--- config.mk ---
export PLATFORM = sky130hd
export DESIGN_NAME = uart_dc_cmd_router_flat
export DESIGN_NICKNAME = d
export VERILOG_FILES = /design/src/rtl/uart_dc_cmd_router_if.sv /design/src/rtl/uart_dc_cmd_router.sv /design/src/flat_wrapper.sv
export SDC_FILE = /design/constraint.sdc
export NUM_CORES = 1
export LEC_CHECK = 0
export BUFFER_PORTS_ARGS = -buffer_cell sky130_fd_sc_hd__buf_2
export CAP_MARGIN = 20
export CORE_MARGIN = 2
export CORE_UTILIZATION = 55
export CTS_CLUSTER_SIZE = 12
export DETAILED_ROUTE_END_ITERATION = 8
export HOLD_SLACK_MARGIN = 0.06
export PLACE_DENSITY = 0.79
export SLEW_MARGIN = 20
export SYNTH_ARGS = -nofsm -noshare
export SYNTH_HDL_FRONTEND = slang
export SYNTH_SLANG_ARGS = --single-unit
--- constraint.sdc ---
create_clock -name clk -period 2.95 [get_ports clk]
set_input_delay 0.885 -clock clk [delete_from_list [all_inputs] [get_ports clk]]
set_output_delay 0.885 -clock clk [all_outputs]
set_load 0.03 [all_outputs]
--- src/rtl/uart_dc_cmd_router_if.sv ---
// Host-side UART line, channel-ready inputs and register-write / launch outputs of the DC command router.
interface uart_dc_cmd_router_if #(
  parameter int DAC_CHANNEL = 4,
  parameter int DEPTH       = 2
);
  localparam int AW = $clog2(DEPTH * 3 + 2);

  logic                   rx;
  logic [DAC_CHANNEL-1:0] ch_ready;
  logic [DAC_CHANNEL-1:0] reg_we;
  logic [AW-1:0]          reg_addr;
  logic [31:0]            reg_data;
  logic                   launch;
  logic [DAC_CHANNEL-1:0] launch_mask;
  logic [127:0]           launch_regs;
  logic                   busy;

  modport master (
    output rx, ch_ready,
    input  reg_we, reg_addr, reg_data, launch, launch_mask, launch_regs, busy
  );

  modport slave (
    input  rx, ch_ready,
    output reg_we, reg_addr, reg_data, launch, launch_mask, launch_regs, busy
  );
endinterface

--- src/rtl/uart_dc_cmd_router.sv ---
// 8N1 UART receiver feeding a header-sliding word framer that writes per-channel DC register
// frames and issues a ready-gated, masked launch.
module uart_dc_cmd_router #(
  parameter int CLK_FREQ    = 100_000_000,
  parameter int BAUD        = 921_600,
  parameter int DAC_CHANNEL = 4,
  parameter int DEPTH       = 2
) (
  input  logic                 clk,
  input  logic                 rst_n,
  uart_dc_cmd_router_if.slave  bus
);
  localparam int CPB        = CLK_FREQ / BAUD;
  localparam int CW         = $clog2(CPB + 1);
  localparam int TOTAL_REGS = DEPTH * 3 + 2;
  localparam int AW         = $clog2(TOTAL_REGS);
  localparam logic [CW-1:0] CPB_M1  = CW'(CPB - 1);
  localparam logic [CW-1:0] HALF_M1 = CW'(CPB / 2 - 1);
  localparam logic [AW-1:0] LAST    = AW'(TOTAL_REGS - 1);

  typedef enum logic [1:0] {RX_IDLE, RX_START, RX_DATA, RX_STOP} rx_st_t;
  typedef enum logic [1:0] {HDR, DC_PL, LAUNCH_PL, LAUNCH_WAIT} st_t;

  logic                   rx_s1, rx_s2, rx_d;
  rx_st_t                 rx_st;
  logic [CW-1:0]          cnt;
  logic [2:0]             bit_idx;
  logic [7:0]             sh;
  logic                   stop_tick, byte_ok, frame_err;

  st_t                    st;
  logic [31:0]            word, new_w;
  logic [1:0]             byte_cnt;
  logic [AW-1:0]          word_cnt;
  logic [DAC_CHANNEL-1:0] ch_oh, hdr_oh, lmask;

  always_ff @(posedge clk or negedge rst_n) begin
    if (!rst_n) begin
      rx_s1   <= 1'b1;
      rx_s2   <= 1'b1;
      rx_d    <= 1'b1;
      rx_st   <= RX_IDLE;
      cnt     <= '0;
      bit_idx <= '0;
      sh      <= '0;
    end else begin
      rx_s1 <= bus.rx;
      rx_s2 <= rx_s1;
      rx_d  <= rx_s2;
      case (rx_st)
        RX_IDLE: begin
          cnt <= '0;
          if (rx_d && !rx_s2) rx_st <= RX_START;
        end
        RX_START: begin
          // a start bit that is high again at mid-bit was a glitch: rearm
          if (cnt == HALF_M1) begin
            cnt     <= '0;
            bit_idx <= '0;
            rx_st   <= rx_s2 ? RX_IDLE : RX_DATA;
          end else cnt <= cnt + 1'b1;
        end
        RX_DATA: begin
          if (cnt == CPB_M1) begin
            cnt     <= '0;
            sh      <= {rx_s2, sh[7:1]};
            bit_idx <= bit_idx + 1'b1;
            if (bit_idx == 3'd7) rx_st <= RX_STOP;
          end else cnt <= cnt + 1'b1;
        end
        RX_STOP: begin
          if (cnt == CPB_M1) begin
            cnt   <= '0;
            rx_st <= RX_IDLE;
          end else cnt <= cnt + 1'b1;
        end
        default: rx_st <= RX_IDLE;
      endcase
    end
  end

  // byte events are taken straight off the stop-bit sample so strobes land one cycle later
  assign stop_tick = (rx_st == RX_STOP) && (cnt == CPB_M1);
  assign byte_ok   = stop_tick && rx_s2;
  assign frame_err = stop_tick && !rx_s2;
  assign lmask     = bus.launch_regs[96 +: DAC_CHANNEL];

  always_comb begin
    new_w  = {word[23:0], sh};
    hdr_oh = '0;
    for (int c = 0; c < DAC_CHANNEL; c++)
      hdr_oh[c] = (new_w == ~(32'd1 << (c + 8)));
  end

  always_ff @(posedge clk or negedge rst_n) begin
    if (!rst_n) begin
      st              <= HDR;
      word            <= '0;
      byte_cnt        <= '0;
      word_cnt        <= '0;
      ch_oh           <= '0;
      bus.reg_we      <= '0;
      bus.reg_addr    <= '0;
      bus.reg_data    <= '0;
      bus.launch      <= 1'b0;
      bus.launch_mask <= '0;
      bus.launch_regs <= '0;
      bus.busy        <= 1'b0;
    end else begin
      bus.reg_we <= '0;
      bus.launch <= 1'b0;
      case (st)
        HDR: if (byte_ok) begin
          word     <= new_w;
          byte_cnt <= '0;
          word_cnt <= '0;
          if (new_w == 32'hFFFF_FFFF) begin
            st       <= LAUNCH_PL;
            bus.busy <= 1'b1;
          end else if (|hdr_oh) begin
            st       <= DC_PL;
            ch_oh    <= hdr_oh;
            bus.busy <= 1'b1;
          end
        end
        DC_PL: begin
          if (frame_err) begin
            st       <= HDR;
            byte_cnt <= '0;
            bus.busy <= 1'b0;
          end else if (byte_ok) begin
            word     <= new_w;
            byte_cnt <= byte_cnt + 1'b1;
            if (byte_cnt == 2'd3) begin
              bus.reg_we   <= ch_oh;
              bus.reg_addr <= word_cnt;
              bus.reg_data <= new_w;
              word_cnt     <= word_cnt + 1'b1;
              if (word_cnt == LAST) begin
                st       <= HDR;
                bus.busy <= 1'b0;
              end
            end
          end
        end
        LAUNCH_PL: begin
          if (frame_err) begin
            st       <= HDR;
            byte_cnt <= '0;
            bus.busy <= 1'b0;
          end else if (byte_ok) begin
            word     <= new_w;
            byte_cnt <= byte_cnt + 1'b1;
            if (byte_cnt == 2'd3) begin
              // shifting in leaves w0 in the top word after the fourth
              bus.launch_regs <= {bus.launch_regs[95:0], new_w};
              word_cnt        <= word_cnt + 1'b1;
              if (word_cnt[1:0] == 2'd3) st <= LAUNCH_WAIT;
            end
          end
        end
        LAUNCH_WAIT: begin
          if ((bus.ch_ready & lmask) == lmask) begin
            bus.launch      <= 1'b1;
            bus.launch_mask <= lmask;
            st              <= HDR;
            bus.busy        <= 1'b0;
          end
        end
        default: st <= HDR;
      endcase
    end
  end
endmodule

--- src/flat_wrapper.sv ---
// flat-port wrapper written by rule: the top's interface ports become plain ports
module uart_dc_cmd_router_flat 
#(
  parameter int CLK_FREQ    = 100_000_000,
  parameter int BAUD        = 921_600,
  parameter int DAC_CHANNEL = 4,
  parameter int DEPTH       = 2
)
  (clk, rst_n, bus_rx, bus_ch_ready, bus_reg_we, bus_reg_addr, bus_reg_data, bus_launch, bus_launch_mask, bus_launch_regs, bus_busy);
  uart_dc_cmd_router_if #(.DAC_CHANNEL(DAC_CHANNEL), .DEPTH(DEPTH)) bus_i ();
  input  logic clk;
  input  logic rst_n;
  input wire logic [$bits(bus_i.rx)-1:0] bus_rx;
  input wire logic [$bits(bus_i.ch_ready)-1:0] bus_ch_ready;
  output wire logic [$bits(bus_i.reg_we)-1:0] bus_reg_we;
  output wire logic [$bits(bus_i.reg_addr)-1:0] bus_reg_addr;
  output wire logic [$bits(bus_i.reg_data)-1:0] bus_reg_data;
  output wire logic [$bits(bus_i.launch)-1:0] bus_launch;
  output wire logic [$bits(bus_i.launch_mask)-1:0] bus_launch_mask;
  output wire logic [$bits(bus_i.launch_regs)-1:0] bus_launch_regs;
  output wire logic [$bits(bus_i.busy)-1:0] bus_busy;
  assign bus_i.rx = bus_rx;
  assign bus_i.ch_ready = bus_ch_ready;
  assign bus_reg_we = bus_i.reg_we;
  assign bus_reg_addr = bus_i.reg_addr;
  assign bus_reg_data = bus_i.reg_data;
  assign bus_launch = bus_i.launch;
  assign bus_launch_mask = bus_i.launch_mask;
  assign bus_launch_regs = bus_i.launch_regs;
  assign bus_busy = bus_i.busy;
  uart_dc_cmd_router #(.CLK_FREQ(CLK_FREQ), .BAUD(BAUD), .DAC_CHANNEL(DAC_CHANNEL), .DEPTH(DEPTH)) u_core (.clk(clk), .rst_n(rst_n), .bus(bus_i));
endmodule
* Word-level counts from Yosys, hierarchy flattened
Index checks and enable logic that the tools add are counted.
** Word-level totals
- Bits in registers :: 239
- Output and inout bits :: 173
- Word-level logic and storage cells :: 141
- Bits of input ports :: 7
- Bits in latches :: 0
- Bits in read-only memories :: 0
- Memories kept :: 0
- Memory bits (writable) :: 0
** Operators by class
- Div/mod/pow operators :: 0
- Multipliers :: 0
- Bitwise gates (word level) :: 3
- Multiplexer cells :: 54
- Equality and inequality tests :: 37
- Shift operators :: 0
- $lt $le $gt $ge :: 0
- Add/sub/neg operators :: 4
- Reductions and logical operators :: 24
** Operator list (count)
- $eq A32 B32 Y1 const B :: 5
- $mux W32 :: 2
- $pmux W32 S2 :: 1
- $mux W2 :: 21
- $ne A3 B1 Y1 const B :: 8
- $pmux W7 S3 :: 1
- $ne A2 B1 Y1 const B :: 10
- $mux W3 :: 6
- $mux W4 :: 4
- $pmux W2 S4 :: 2
- $mux W7 :: 2
- $eq A2 B2 Y1 const B :: 6
- $pmux W3 S2 :: 2
- $reduce_and A4 Y1 :: 3
- $mux W1 :: 11
- $reduce_and A5 Y1 :: 2
- $reduce_and A9 Y1 :: 1
- $add A7 B1 Y7 const B :: 1
- $eq A7 B6 Y1 const B :: 1
- $eq A7 B7 Y1 const B :: 1
- $reduce_and A7 Y1 :: 1
- $add A3 B1 Y3 const B :: 2
- $eq A3 B3 Y1 const B :: 2
- $reduce_and A2 Y1 :: 3
- 15 further kinds :: 24

* Logic depth before layout (Yosys ltp)
- Depth after elaboration :: 6
- Depth in mapped cells :: 8
- Gate-level depth less buffers :: 7

* Worst setup path after synthesis
Ideal clock, no wire load.
- Kind :: input-to-reg
- Start point :: input bus_ch_ready[3]
- End point :: register u_core.bus.busy
- Required time :: 2.825 ns
- Setup time :: 0.125 ns
- Buffers on the path :: 0
- Setup slack :: 0.655 ns
- Data arrival time :: 2.170 ns
- Stages on the path :: 5
- Cell sequence :: inv_1 -> a2111oi_0 -> o221ai_1 -> a211oi_1 -> mux2_2
** On the way
- Longest elaborated chain between the ends :: 4
** RTL lines
- from (decl) :: RTL line flat_wrapper.sv:14 : input wire logic [$bits(bus_i.ch_ready)-1:0] bus_ch_ready;
- $and A4 B4 Y4 :: RTL line uart_dc_cmd_router.sv:163 : if ((bus.ch_ready & lmask) == lmask) begin
- $eq A4 B4 Y1 :: RTL line uart_dc_cmd_router.sv:163
- $ne A2 B1 Y1 (no source line)
- $reduce_and A7 Y1 (no source line)
- to (signal assigned) :: RTL line uart_dc_cmd_router.sv:141 : bus.busy <= 1'b0;
- to (signal assigned) :: RTL line uart_dc_cmd_router.sv:150 : bus.busy <= 1'b0;
- to (signal assigned) :: RTL line uart_dc_cmd_router.sv:167 : bus.busy <= 1'b0;
- to (decl) :: RTL line uart_dc_cmd_router_if.sv:25 : output reg_we, reg_addr, reg_data, launch, launch_mask, launch_regs, busy
No other way between the ends.
A chain may end at the register's enable or synchronous reset.

* Final worst setup path
- Start point :: register u_core.cnt[0]
- End point :: register u_core.bus.launch_regs[73]
** On the way
- Longest elaborated chain between the ends :: 5
- Elaborated cells between the ends (all ways) :: 6
- Those cells by class :: 1 x eq/ne; 1 x bitwise; 4 x reduce/logical
** RTL lines
- from (decl) :: RTL line uart_dc_cmd_router.sv:26 : logic [CW-1:0] cnt;
- from (signal assigned) :: RTL line uart_dc_cmd_router.sv:61 : end else cnt <= cnt + 1'b1;
- from (signal assigned) :: RTL line uart_dc_cmd_router.sv:69 : end else cnt <= cnt + 1'b1;
- from (signal assigned) :: RTL line uart_dc_cmd_router.sv:75 : end else cnt <= cnt + 1'b1;
- $eq A7 B7 Y1 * :: RTL line uart_dc_cmd_router.sv:83 : assign stop_tick = (rx_st == RX_STOP) && (cnt == CPB_M1);
- $logic_and A1 B1 Y1 * :: RTL line uart_dc_cmd_router.sv:83
- $logic_and A1 B1 Y1 :: RTL line uart_dc_cmd_router.sv:85 : assign frame_err = stop_tick && !rx_s2;
- $not A1 Y1 (no source line)
- $reduce_and A4 Y1 (no source line) *
- to (signal assigned) :: RTL line uart_dc_cmd_router.sv:156 : bus.launch_regs <= {bus.launch_regs[95:0], new_w};
- to (decl) :: RTL line uart_dc_cmd_router_if.sv:25
Mark *: on every way between the ends. The rest lies on a longest branch, timed or not.

==> impl_metrics.csv <==
group,metric,value,unit
synthesis,synth_top_family_by_area,"multiplexers",
placed_design,place.gp.congestion,0.8429,
synthesis,synth.distinct_cells,47,
sta,finalSetupViolations,0,
pwr,p_leak,6.315,nW
synthesis,async_flop_share,100.0,%
grt,grt_pass1_vias,5996,
grt,antenna_found_initial,0,
synthesis,synth_fa_ha_area_share,1.619,%
die,row_count,47,
layout,antenna_cells,0,
synthesis,yosys_warnings,0,
setup_path,crit_arrival,2.89,ns
clocking,cts_root_buffer,"clkbuf_16",
setup_path,critPathBufInv,2,
drt,antenna_left,0,
sta,fin_crit,2.509,ns
synthesis,synthesis.nets,629,
sta,worst_hold_slack,0.3568,ns
grt,grt_pass1_wl,31930,um
grt,grt_max_degree,83,
die,fp.dieH,133.9,um
synthesis,syn_avg_cell_area,15.20,um^2
sta,relSlewSlack,57.79,%
hold_path,hold_end,"u_core.rx_s2",
pwr,power_density,534.5,nW/um^2
die,start_util,56.12,%
clocking,insertion_delay,0.51,ns
sta,clock_skew,0.01488,ns
clocking,cts_max_level,1,
clocking,cts.sinks,231,
die,fp.dieW,133.9,um
setup_path,crit_family,"simple AND/OR/NAND/NOR gates",
setup_path,reg2reg_to,"u_core.bus.launch_regs[73]",
layout,drive_gt1_share,53.95,%
die,core_area,16520,um^2
clocking,tritoncts,"built",
setup_path,r2r_cells,7,
grt,grt-busiest-layer,"met2",
pwr,irDropWorstVdd,0.3823,mV
synthesis,synth_edf_count,0,
placed_design,portBuffers,179,
layout,layout_commonest_cell,"dfrtp_1",
hold_path,holdCritStartpoint,"u_core.rx_s1",
setup_path,path_max_fanout,24,
clocking,numCtsBuffers,23,
drt,drtIter0Drc,239,
drt,via_count,5660,
placed_design,hpwlAfterDp,13450,um
grt,grtUsageMet1,30.25,%
sta,finalCritPeriodShare,85.04,%
clocking,cts-resized-gates,0,
drt,dr.pass1.iters,4,
sta,fmax,398.6,MHz
synthesis,synthMuxAreaShare,26.15,%
drt,vias_per_cell,5.495,
setup_path,crit_slowest_cell,"nand4_1",
grt,met2_usage,36.61,%
hold_path,hold_path.class,"flip-flop to flip-flop",
clocking,postCtsSetupBuffers,0,
grt,grt_usage,22.33,%
layout,syn2layout_area_growth,20.29,%
drt,routed_wl,19550,um
die,io_pins,180,
setup_path,critPathLaunchType,"flip-flop",
clocking,clk_pin_slew,0.06,ns
sta,final-max-slew-violation-count,0,
setup_path,critPathMaxStageDelay,0.51,ns
grt,grt_util_met3,5.178,%
synthesis,syn_inst,610,
setup_path,crit_chain,"ha_1 > nand4_1 > nor2_2 > nand4_1 > buf_12 > buf_12 > mux2_2",
clocking,clockBufferDepth,3,
drt,drc,0,
synthesis,synth-compound-area-share,2.240,%
flow_run,drv_cap,0,
sta,finalHoldViolCount,0,
synthesis,synth_ff_type,"dfrtp_1",
setup_path,required,3.33,ns
layout,layout_common_cells,"228 x dfrtp_1, 190 x mux2_2, 178 x buf_2, 23 x clkbuf_16, 18 x nor2_1",
synthesis,yosys.area_share.simple,4.776,%
hold_path,holdPathStages,0,
grt,grt_overflow_total,0,
setup_path,ff2ff_setup_slack,0.44,ns
clocking,ctsHoldBuffers,0,
layout,fin_nets,822,
synthesis,ys_seq_area_share,62.37,%
die,die_area,17920,um^2
sta,tns,0,ns
synthesis,synthXorXnorAreaFrac,0.5666,%
setup_path,crit_path_end_kind,"flip-flop",
setup_path,r2r_start,"u_core.cnt[0]",
synthesis,ys_ff_latch,231,
sta,rsz0062_at_grt,"no",
drt,post_drt_wl_per_cell,18.98,um
setup_path,crit_type,"flip-flop to flip-flop",
sta,tightest_slew,0.6331,ns
synthesis,syn-cell-area,9274,um^2
run_status,status,"finished clean",
-- kinds of logic (layout without fill, tap and decap cells) --
family                   count (synthesis)  after routing
flip-flops                             231            231
multiplexers                           210            210
XOR/XNOR                                 6              6
AND/OR/NAND/NOR                         78             78
adder cells (fa/ha/maj)                 12             12
buffers and inverters                   44            244
AO/OA/AOI/OAI                           29             29
-- sequential cells by signal, summed over array words and instances, names as in the netlist, named ones only --
signal / count
u_core.ch_oh: 4
u_core.rx_s1: 1
u_core.rx_st: 1
u_core.cnt: 7
u_core.bus.launch_mask: 4
u_core.rx_s2: 1
u_core.bus.reg_addr: 3
u_core.bus.launch: 1
u_core.byte_cnt: 2
u_core.bit_idx: 3
u_core.sh: 8
u_core.bus.busy: 1
u_core.bus.reg_we: 4
u_core.word_cnt: 3
u_core.rx_d: 1
u_core.bus.reg_data: 32
u_core.word: 24
u_core.bus.launch_regs: 128
u_core.st: 2
-- power by group --
group / total, mW / switching, mW / internal [mW]
clock: 2.54 / 1.11 / 1.44
combinational: 0.192 / 0.129 / 0.0624
sequential: 3.23 / 0.0315 / 3.20
-- final cells by class --
| cell class | instances | area [um^2] |
|---|---|---|
| flip-flops and latches | 231 | 5784 |
| fillers | 1191 | 5369 |
| multi-input cells | 335 | 3278 |
| repair buffers | 196 | 1134 |
| clock buffers | 31 | 615.6 |
| well taps | 220 | 275.3 |
| inverters | 16 | 60.06 |
| clock inverters | 1 | 8.758 |
-- cell usage after synthesis, types with 5 or more instances --
| cell | instances | share of area (%) |
|---|---|---|
| mux2_2 | 190 | 23 |
| nand2_1 | 10 | 0.40 |
| nor2_1 | 18 | 0.73 |
| nand3_1 | 6 | 0.32 |
| mux2_4 | 17 | 2.8 |
| ha_1 | 12 | 1.6 |
| inv_1 | 16 | 0.65 |
| a21oi_1 | 5 | 0.27 |
| o21ai_0 | 7 | 0.38 |
| a22o_1 | 5 | 0.47 |
| nand4_1 | 15 | 1.0 |
| and3_1 | 6 | 0.40 |
| clkbuf_1 | 7 | 0.28 |
| dfrtp_1 | 228 | 62 |
| buf_2 | 15 | 0.81 |
| nor2b_1 | 7 | 0.47 |
-- through the flow --
stage | instance area, um^2 | power, mW | setup WS (ns) | utilization, % | instances
final | 11160 | 5.963 | 0.4412 | 67.51 | 1030
after global routing | 11160 | 6.181 | 0.2425 | 67.51 | 1030
after CTS | 11160 | 6.023 | 0.4365 | 67.51 | 1030
after detailed placement | 10530 | 3.482 | 0.4123 | 63.73 | 998
after global placement | 10530 | 3.474 | 0.4442 | 63.73 | 998
after floorplan | 9274 | 3.378 | 0.6549 | - | 610
-- how the worst max path moves through the flow --
stage	from	end	cells after the start
floorplan	bus_ch_ready[3]	u_core.bus.busy	5
global placement	bus_ch_ready[3]	u_core.bus.busy	7
detailed placement	bus_ch_ready[3]	u_core.st[0]	7
CTS	u_core.cnt[0]	u_core.bus.launch_regs[61]	7
global route	u_core.cnt[0]	u_core.bus.launch_regs[29]	7
finish	u_core.cnt[0]	u_core.bus.launch_regs[73]	7
-- worst reg2reg max path, cell delays in order, from the launching register on --
cell and delay (ns):
dfrtp_1 0.39, ha_1 0.23, nand4_1 0.19, nor2_2 0.24, nand4_1 0.51, buf_12 0.37
buf_12 0.18, mux2_2 0.30
-- layer usage --
metal	up-vias	wire length (um)
met5	-	0
met4	0	357
met3	27	1314
met2	157	9496
met1	2911	8382
li1	2565	-
Note: power is estimated with default switching activity, not from simulation.
